### src/rtl/seg7_scan_decoder.sv
// seg7_scan_decoder: recovers per-digit BCD values from a time-multiplexed 7-segment bus.
// Optional macro SEG7_HEX_DECODE_EN: also accept the A-F hex glyphs as legal digits.
module seg7_scan_decoder #(
   parameter int NUM_DIGITS    = 4,
   parameter int STABLE_CYCLES = 4
) (
   input  logic                                                 clk,
   input  logic                                                 rst_n,
   input  logic [6:0]                                           seg,
   input  logic [NUM_DIGITS-1:0]                                digit_en,
   output logic [4*NUM_DIGITS-1:0]                              digits,
   output logic [NUM_DIGITS-1:0]                                digit_valid,
   output logic                                                 upd_valid,
   output logic [((NUM_DIGITS > 1) ? $clog2(NUM_DIGITS) : 1)-1:0] upd_idx,
   output logic [3:0]                                           upd_bcd,
   output logic                                                 err_pulse,
   output logic                                                 frame_done
);

   localparam int IW = (NUM_DIGITS > 1) ? $clog2(NUM_DIGITS) : 1;
   localparam int CW = $clog2(STABLE_CYCLES + 1);
   localparam logic [CW-1:0] CNT_MAX = CW'(STABLE_CYCLES);
   localparam logic [NUM_DIGITS-1:0] ALL_SEEN = '1;

   logic [6:0]            seg_q, seg_p;
   logic [NUM_DIGITS-1:0] en_q, en_p;
   logic [CW-1:0]         cnt, cnt_next;
   logic [NUM_DIGITS-1:0] seen, seen_next;
   logic                  en_onehot, changed, commit;
   logic [IW-1:0]         idx;
   logic                  dec_legal, dec_blank;
   logic [3:0]            dec_val;

   // One-hot check and strobe encoding; idx is only meaningful when en_onehot is set.
   always_comb begin
      int hits;
      hits = 0;
      idx  = '0;
      for (int i = 0; i < NUM_DIGITS; i++) begin
         if (en_q[i]) begin
            hits = hits + 1;
            idx  = IW'(i);
         end
      end
      en_onehot = (hits == 1);
   end

   always_comb begin
      changed = ({seg_q, en_q} != {seg_p, en_p});
      if (!en_onehot)
         cnt_next = '0;
      else if (changed)
         cnt_next = CW'(1);
      else if (cnt == CNT_MAX)
         cnt_next = cnt;
      else
         cnt_next = cnt + CW'(1);
      commit    = en_onehot && (cnt_next == CNT_MAX) && (cnt != CNT_MAX);
      seen_next = seen | en_q;
   end

   always_comb begin
      dec_legal = 1'b1;
      dec_blank = 1'b0;
      dec_val   = 4'd0;
      case (seg_q)
         7'b1111110: dec_val = 4'd0;
         7'b0110000: dec_val = 4'd1;
         7'b1101101: dec_val = 4'd2;
         7'b1111001: dec_val = 4'd3;
         7'b0110011: dec_val = 4'd4;
         7'b1011011: dec_val = 4'd5;
         7'b1011111: dec_val = 4'd6;
         7'b1110000: dec_val = 4'd7;
         7'b1111111: dec_val = 4'd8;
         7'b1111011: dec_val = 4'd9;
`ifdef SEG7_HEX_DECODE_EN
         7'b1110111: dec_val = 4'd10;
         7'b0011111: dec_val = 4'd11;
         7'b1001110: dec_val = 4'd12;
         7'b0111101: dec_val = 4'd13;
         7'b1001111: dec_val = 4'd14;
         7'b1000111: dec_val = 4'd15;
`endif
         7'b0000000: begin
            dec_legal = 1'b0;
            dec_blank = 1'b1;
         end
         default:    dec_legal = 1'b0;
      endcase
   end

   // Pulses default low each cycle; a commit also folds the digit into the frame mask.
   always_ff @(posedge clk) begin
      if (!rst_n) begin
         seg_q       <= '0;
         en_q        <= '0;
         seg_p       <= '0;
         en_p        <= '0;
         cnt         <= '0;
         seen        <= '0;
         digits      <= '0;
         digit_valid <= '0;
         upd_valid   <= 1'b0;
         upd_idx     <= '0;
         upd_bcd     <= 4'd0;
         err_pulse   <= 1'b0;
         frame_done  <= 1'b0;
      end else begin
         seg_q      <= seg;
         en_q       <= digit_en;
         seg_p      <= seg_q;
         en_p       <= en_q;
         cnt        <= cnt_next;
         upd_valid  <= 1'b0;
         err_pulse  <= 1'b0;
         frame_done <= 1'b0;
         if (commit) begin
            upd_idx   <= idx;
            upd_bcd   <= dec_legal ? dec_val : 4'd0;
            upd_valid <= dec_legal;
            err_pulse <= !dec_legal && !dec_blank;
            for (int i = 0; i < NUM_DIGITS; i++) begin
               if (en_q[i]) begin
                  digit_valid[i] <= dec_legal;
                  if (dec_legal)
                     digits[4*i +: 4] <= dec_val;
               end
            end
            if (seen_next == ALL_SEEN) begin
               frame_done <= 1'b1;
               seen       <= '0;
            end else begin
               seen <= seen_next;
            end
         end
      end
   end

endmodule

### config.mk
export PLATFORM = sky130hd
export DESIGN_NAME = seg7_scan_decoder
export DESIGN_NICKNAME = d
export VERILOG_FILES = /design/src/rtl/seg7_scan_decoder.sv
export SDC_FILE = /design/constraint.sdc
export NUM_CORES = 1
export LEC_CHECK = 0
export BUFFER_PORTS_ARGS = -buffer_cell sky130_fd_sc_hd__buf_2
export CAP_MARGIN = 20
export CORE_UTILIZATION = 30
export CTS_CLUSTER_SIZE = 14
export DETAILED_ROUTE_END_ITERATION = 16
export PLACE_DENSITY = 0.57
export SYNTH_ARGS = -nofsm -noshare
export SYNTH_HDL_FRONTEND = slang
export SYNTH_SLANG_ARGS = --single-unit
### constraint.sdc
create_clock -name clk -period 5 [get_ports clk]
set_clock_uncertainty 0.2 [all_clocks]
set_input_delay 0.5 -clock clk [delete_from_list [all_inputs] [get_ports clk]]
set_output_delay 0.5 -clock clk [all_outputs]
set_load 0.005 [all_outputs]
# Word-level counts from Yosys, hierarchy flattened
# Index checks and enable logic that the tools add are counted.
# word_totals
register_bits,58
input_bits,13
out_inout_bits,29
# classes
add_sub_neg,4
n_eq_ne,16
n_mux,16
bitwise_logic,1
n_reduce_logical,16
# ops
cell,count
adder 32 x 2 -> 32 bit (second input constant),3
two-way mux 32 bit,3
equality test 7 bit (second input constant),8
case mux 4 bit (9 select lines),1
equality test 32 x 2 -> 1 bit (second input constant),1
equality test 7 x 6 -> 1 bit (second input constant),2
AND reduction 3 bit,4
!= test 11 bit,1
AND reduction 2 bit,5
OR reduction 10 bit,1
two-way mux 3 bit,3
two-way mux 4 bit,2
logical NOT 7 bit,1
equality test 3 bit (second input constant),2
two-way mux 1 bit,5
equality test 4 bit (second input constant),1
two-way mux 2 bit,2
OR 4 bit,1
adder 3 x 1 -> 3 bit (second input constant),1
logical AND 1 bit,3
!= test 3 bit (second input constant),1
logical NOT 1 bit,2

# Logic depth before layout (Yosys ltp)
# logic_depth
depth_word,13
ltp_mapped,10
mapped_depth_nobuf,9

# Worst setup path after synthesis
# Ideal clock, no wire load.
# synth_path
kind,register to register
startpoint,register en_q[0]
endpoint,register digits[2]
setup_ns,0.132
arrival_time_ns,2.711
required_time_ns,4.668
setup_slack_ns,1.957
stages_incl_launch_ff,11
path_buffers,1
period_less_slack_ns,3.043
path_cell_list,dfxtp_1 inv_1 ha_1 xor2_1 ha_1 nor3b_1 a311oi_2 a2111oi_4 buf_6 nand4_2 o2bb2ai_1
# synth_via
elab_chain_cells,13
word_cells_on_any_way,15
# synth_rtl
element,line_no,source
"start, declared",26,"logic [NUM_DIGITS-1:0] en_q, en_p;"
"start signal, assigned",111,en_q <= digit_en;
two-way mux 1 bit,40,if (en_q[i]) begin
adder 32 x 2 -> 32 bit,41,hits = hits + 1;
two-way mux 32 bit,40,
adder 32 x 2 -> 32 bit,41,
two-way mux 32 bit,40,
adder 32 x 2 -> 32 bit,41,
two-way mux 32 bit,40,
equality test 32 x 2 -> 1 bit,45,en_onehot = (hits == 1);
two-way mux 3 bit,50,if (!en_onehot)
equality test 3 bit,58,commit = en_onehot && (cnt_next == CNT_MAX) && (cnt != CNT_MAX);
logical AND 1 bit (2 in a row),58,
AND reduction 3 bit (no line) (*),-,
"end signal, assigned by index",127,digits[4*i +: 4] <= dec_val;
"end, declared",11,"output logic [4*NUM_DIGITS-1:0] digits,"
# Every way passes the cells marked *; elsewhere a longest branch is shown, timed or not.
# A chain may end at the register's enable or synchronous reset.

# Final worst setup path
# layout_path
startpoint,register en_q[0]
endpoint,register digits[14]
# layout_via
elab_chain_cells,13
word_cells_on_any_way,15
# layout_rtl
element,line_no
two-way mux 1 bit,40
adder 32 x 2 -> 32 bit,41
two-way mux 32 bit,40
adder 32 x 2 -> 32 bit,41
two-way mux 32 bit,40
adder 32 x 2 -> 32 bit,41
two-way mux 32 bit,40
equality test 32 x 2 -> 1 bit,45
two-way mux 3 bit,50
equality test 3 bit,58
logical AND 1 bit (*) (2 in a row),58
AND reduction 3 bit (no line) (*),-
# Marked as above.

==> summary.md <==
| Metric | Value |
|---|---|
| Vias in the first global route | 1897 |
| # setup viols final | 0 |
| # rows | 33 |
| Logic pwr share | 0.064 |
| Fin crit period | 3.41 ns |
| Synthesized net count | 284 |
| Core Area | 0.00838 mm2 |
| Leading cell types in the layout, fill and taps excluded | 58 x dfxtp_1, 41 x buf_2, 28 x nand2_1, 19 x and2_1, 17 x mux2i_1 |
| Uppermost layer routed | met4 |
| P&R area growth vs syn | 16.6% |
| Peak supply drop | about 0.00019 V |
| Share of cells above drive strength 1 | 0.251 |
| Top_reg_cell synth | dfxtp_1 |
| Die Area | 0.00924 mm2 |
| Crit-path cells | inv_1 -> ha_1 -> xor2_1 -> ha_1 -> nor3b_1 -> a311oi_2 -> a2111oi_4 -> buf_4 -> nand3_1 -> o22ai_1 |
| Status | completed |
| First-pass GRT wire length | around 9500 um |
| Synth async-reset ratio | 0 |
| Slew @ Worst Pin | roughly 0.95 ns |
| CP Capture Type | flop |
| Slowest stage delay, CP | around 0.50 ns |
| Post-CTS Setup Inserts | 0 |
| Critical path buffers and inverters | 2 |
| Congestion Overflow GR | 0 |
| H-tree depth | 3 |
| WL met2 | 2650 um |
| DR pass1 iterations | 4 |
| DRC viols | 0 |
| Final Slew Violations | 0 |
| Sequential element share of the synthesized area | 0.437 |
| Ant diodes | 0 |
| Num CTS Buffers | 9 |
| Cells after Synth | 266 |
| Root buffer cell | clkbuf_8 |
| Final WL | 5810 um |
| Gr usage total | 0.140 |
| Cell Int Power | 766 uW |
| Unique masters post-synth | 54 |
| Synth Register Bits | 58 |
| Fmax | 0.294 GHz |
| Worst r2r path cells | 10 |
| R2r setup slk | 1.59 ns |
| Detail Placement HPWL | 4100 um |
| Mapped cell area | about 0.0027 mm2 |
| Hold Vio Cnt, Final | 0 |
| Nets | between 300 and 400 |
| Synth top area share | 0.437 |
| Placed Area | between 0.002 and 0.003 mm2 |
| ANT nets after route | 0 |
| Min-Delay Path Class | in -> reg |
| Flop pwr share | 0.491 |
| Met3 WL | around 270 um |
| Yosys warnings | 0 |
| Largest net degree at the start of global routing | 50 |
| Max-cap check violation count | 0 |
| Port Buffers | 41 |
| Initial Util | 0.317 |
| Static leakage | 1.37 nW |
| Fillers | 870 |
| Largest cells by area after synthesis | dfxtp_1 44%, mux2i_1 6.4%, and2_1 4.5% |
| Mean Syn Cell Area | 9.99 um2 |
| Pwr per Cell Area | 321 mW/mm2 |
| Reg clk slew, reported paths | 0.06 ns |
| Fin area | between 0.003 and 0.004 mm2 |
| Power Total | ~1000 uW |
| Hold Crit Start | seg[2] |
| Crit Path Max Fanout | 13 |
| RR Endpoint | digits[14]$_SDFFE_PN0P_ |
| Die Height | 96.1 um |
| Post-synth EDFFs | 0 |
| Routed vias/inst | about 4.9 |
| DR iter-0 viols | 99 |
| Leading area contributor after synthesis | dfxtp_1 |
| CTS sink cnt | 58 |
| Clock network power share | 0.445 |
| Min-Delay Path Depth | 2 |
| WP data required | 5.05 ns |
| CP max-delay cell | dfxtp_1 |
| Clk_lat worst skew | 0.34 ns |
| Final Core Density | 0.370 |
| Wire per inst | 14.1 um |
| CP dominant cell by count | ha_1 |
| Chip width | 96.1 um |
| CP Launch Type | flop |
| Worst r2r src | en_q[0]$_SDFF_PN0_ |
| RSZ-0062 raised after global routing | false |
| Routed met1 length | around 2700 um |
| Relative slew margins | 0.361 |
| Most common library cell in the layout ignoring fill and taps | dfxtp_1 |
| # hold bufs at CTS | 0 |
| Post-CTS sizing | 0 |
| CP Class | reg -> reg |
| Final TNS setup | 0 ns |
| Clock Tree Buf Depth | 2 |
| Final Cycle Share | 0.681 |
| Switching share of total power | 0.229 |
| Fin Hold WS | 0.165 ns |
| Routability cong. | approximately 0.90 |
| CP delay by family, top | adder cells |
| Critical Path AT | 3.46 ns |
| Net Switching | 228 uW |
| Worst hold path endpoint | seg_q[2]$_SDFF_PN0_ |
| Initial antenna violation count | 0 |
| CTS tree | built |
| DR vias | 2023 |
| I/O pins | 42 |
-- worst register-to-register path: cells and delay by family, from the launching register on --
kind	cells	cell delay, ns
AOI/OAI and AO/OA	3	0.72
xor gates and xnor gates	1	0.22
adders and majority gates	2	0.80
buffers and inverters	2	0.45
DFF	1	0.50
and+or+nand+nor	2	0.46
-- cells in the mapped netlist, types with 2 or more instances --
| cell type | instances |
|---|---|
| nand4_1 | 2 |
| a21oi_1 | 10 |
| clkbuf_1 | 6 |
| nand3_1 | 6 |
| a311oi_1 | 2 |
| nand3b_1 | 3 |
| nand2_1 | 28 |
| nor4b_1 | 2 |
| xnor2_1 | 2 |
| or3b_2 | 2 |
| xor2_1 | 13 |
| nor3_1 | 3 |
| nand4_4 | 4 |
| inv_1 | 13 |
| ha_1 | 5 |
| buf_2 | 4 |
| nand3_2 | 2 |
| buf_6 | 5 |
| buf_4 | 2 |
| nor2_1 | 9 |
| nor3b_1 | 2 |
| and2_1 | 19 |
| nor4_1 | 5 |
| o21ai_0 | 5 |
| dfxtp_1 | 58 |
| and3_1 | 3 |
| o22ai_1 | 8 |
| mux2i_1 | 17 |
-- logic make-up after synthesis --
| logic type | Yosys count | share of synthesized area |
|---|---|---|
| AND/OR/NAND/NOR | 100 | 0.247 |
| buffers and inverters | 31 | 0.0626 |
| XOR/XNOR | 16 | 0.0556 |
| multiplexers | 17 | 0.0640 |
| flip-flops | 58 | 0.437 |
| adder cells (fa/ha/maj) | 5 | 0.0235 |
| AO/OA/AOI/OAI | 39 | 0.111 |
-- worst max-delay path by stage --
stage                  startpoint                 endpoint  cells past startpoint
6_report       en_q[0]$_SDFF_PN0_  digits[14]$_SDFFE_PN0P_                     10
5_1_grt        en_q[0]$_SDFF_PN0_   digits[5]$_SDFFE_PN0P_                     10
4_1_cts        en_q[0]$_SDFF_PN0_  digits[14]$_SDFFE_PN0P_                     10
3_5_place_dp   en_q[0]$_SDFF_PN0_   digits[6]$_SDFFE_PN0P_                      9
3_3_place_gp   en_q[0]$_SDFF_PN0_   digits[6]$_SDFFE_PN0P_                      9
2_1_floorplan  en_q[0]$_SDFF_PN0_   digits[2]$_SDFFE_PN0P_                     10
-- per-layer routing --
metal / vias to the layer above / GRT usage
met5: - / 0
met4: 0 / 0.0858
met3: 16 / 0.0387
met2: 63 / 0.210
met1: 940 / 0.175
li1: 1004 / -
-- sequential cells by signal, summed over array words and instances, names as in the netlist --
signal / count
upd_bcd: 4
digits: 16
seg_q: 7
frame_done: 1
seen: 4
upd_idx: 2
en_p: 4
upd_valid: 1
seg_p: 7
digit_valid: 4
err_pulse: 1
cnt: 3
en_q: 4
-- cell type report --
type                            count  area [um2]  area share
Clock buffer                       13         169      0.0545
Clock inverter                      2        35.0      0.0113
Inverter                           14        52.6      0.0170
Multi-Input combinational cell    177        1330       0.429
Sequential cell                    58        1160       0.375
Tap cell                          105         131      0.0424
Timing Repair Buffer               43         220      0.0711
-- through the flow --
step	instances	setup WS (ns)
after floorplan	266	1.96
after global placement	397	1.68
after detailed placement	397	1.63
after CTS	412	1.59
after global routing	412	1.35
final	412	1.59
-- power by group through the flow --
stage	Sequential (mW)	Clock [mW]	Combinational, mW
after CTS	0.488	0.453	0.0647
final	0.488	0.442	0.0637
after global placement	0.498	0	0.0632
after floorplan	0.487	0	0.0624
after global routing	0.490	0.472	0.0713
after detailed placement	0.498	0	0.0641
No activity file was read; power rests on OpenSTA's default activity.
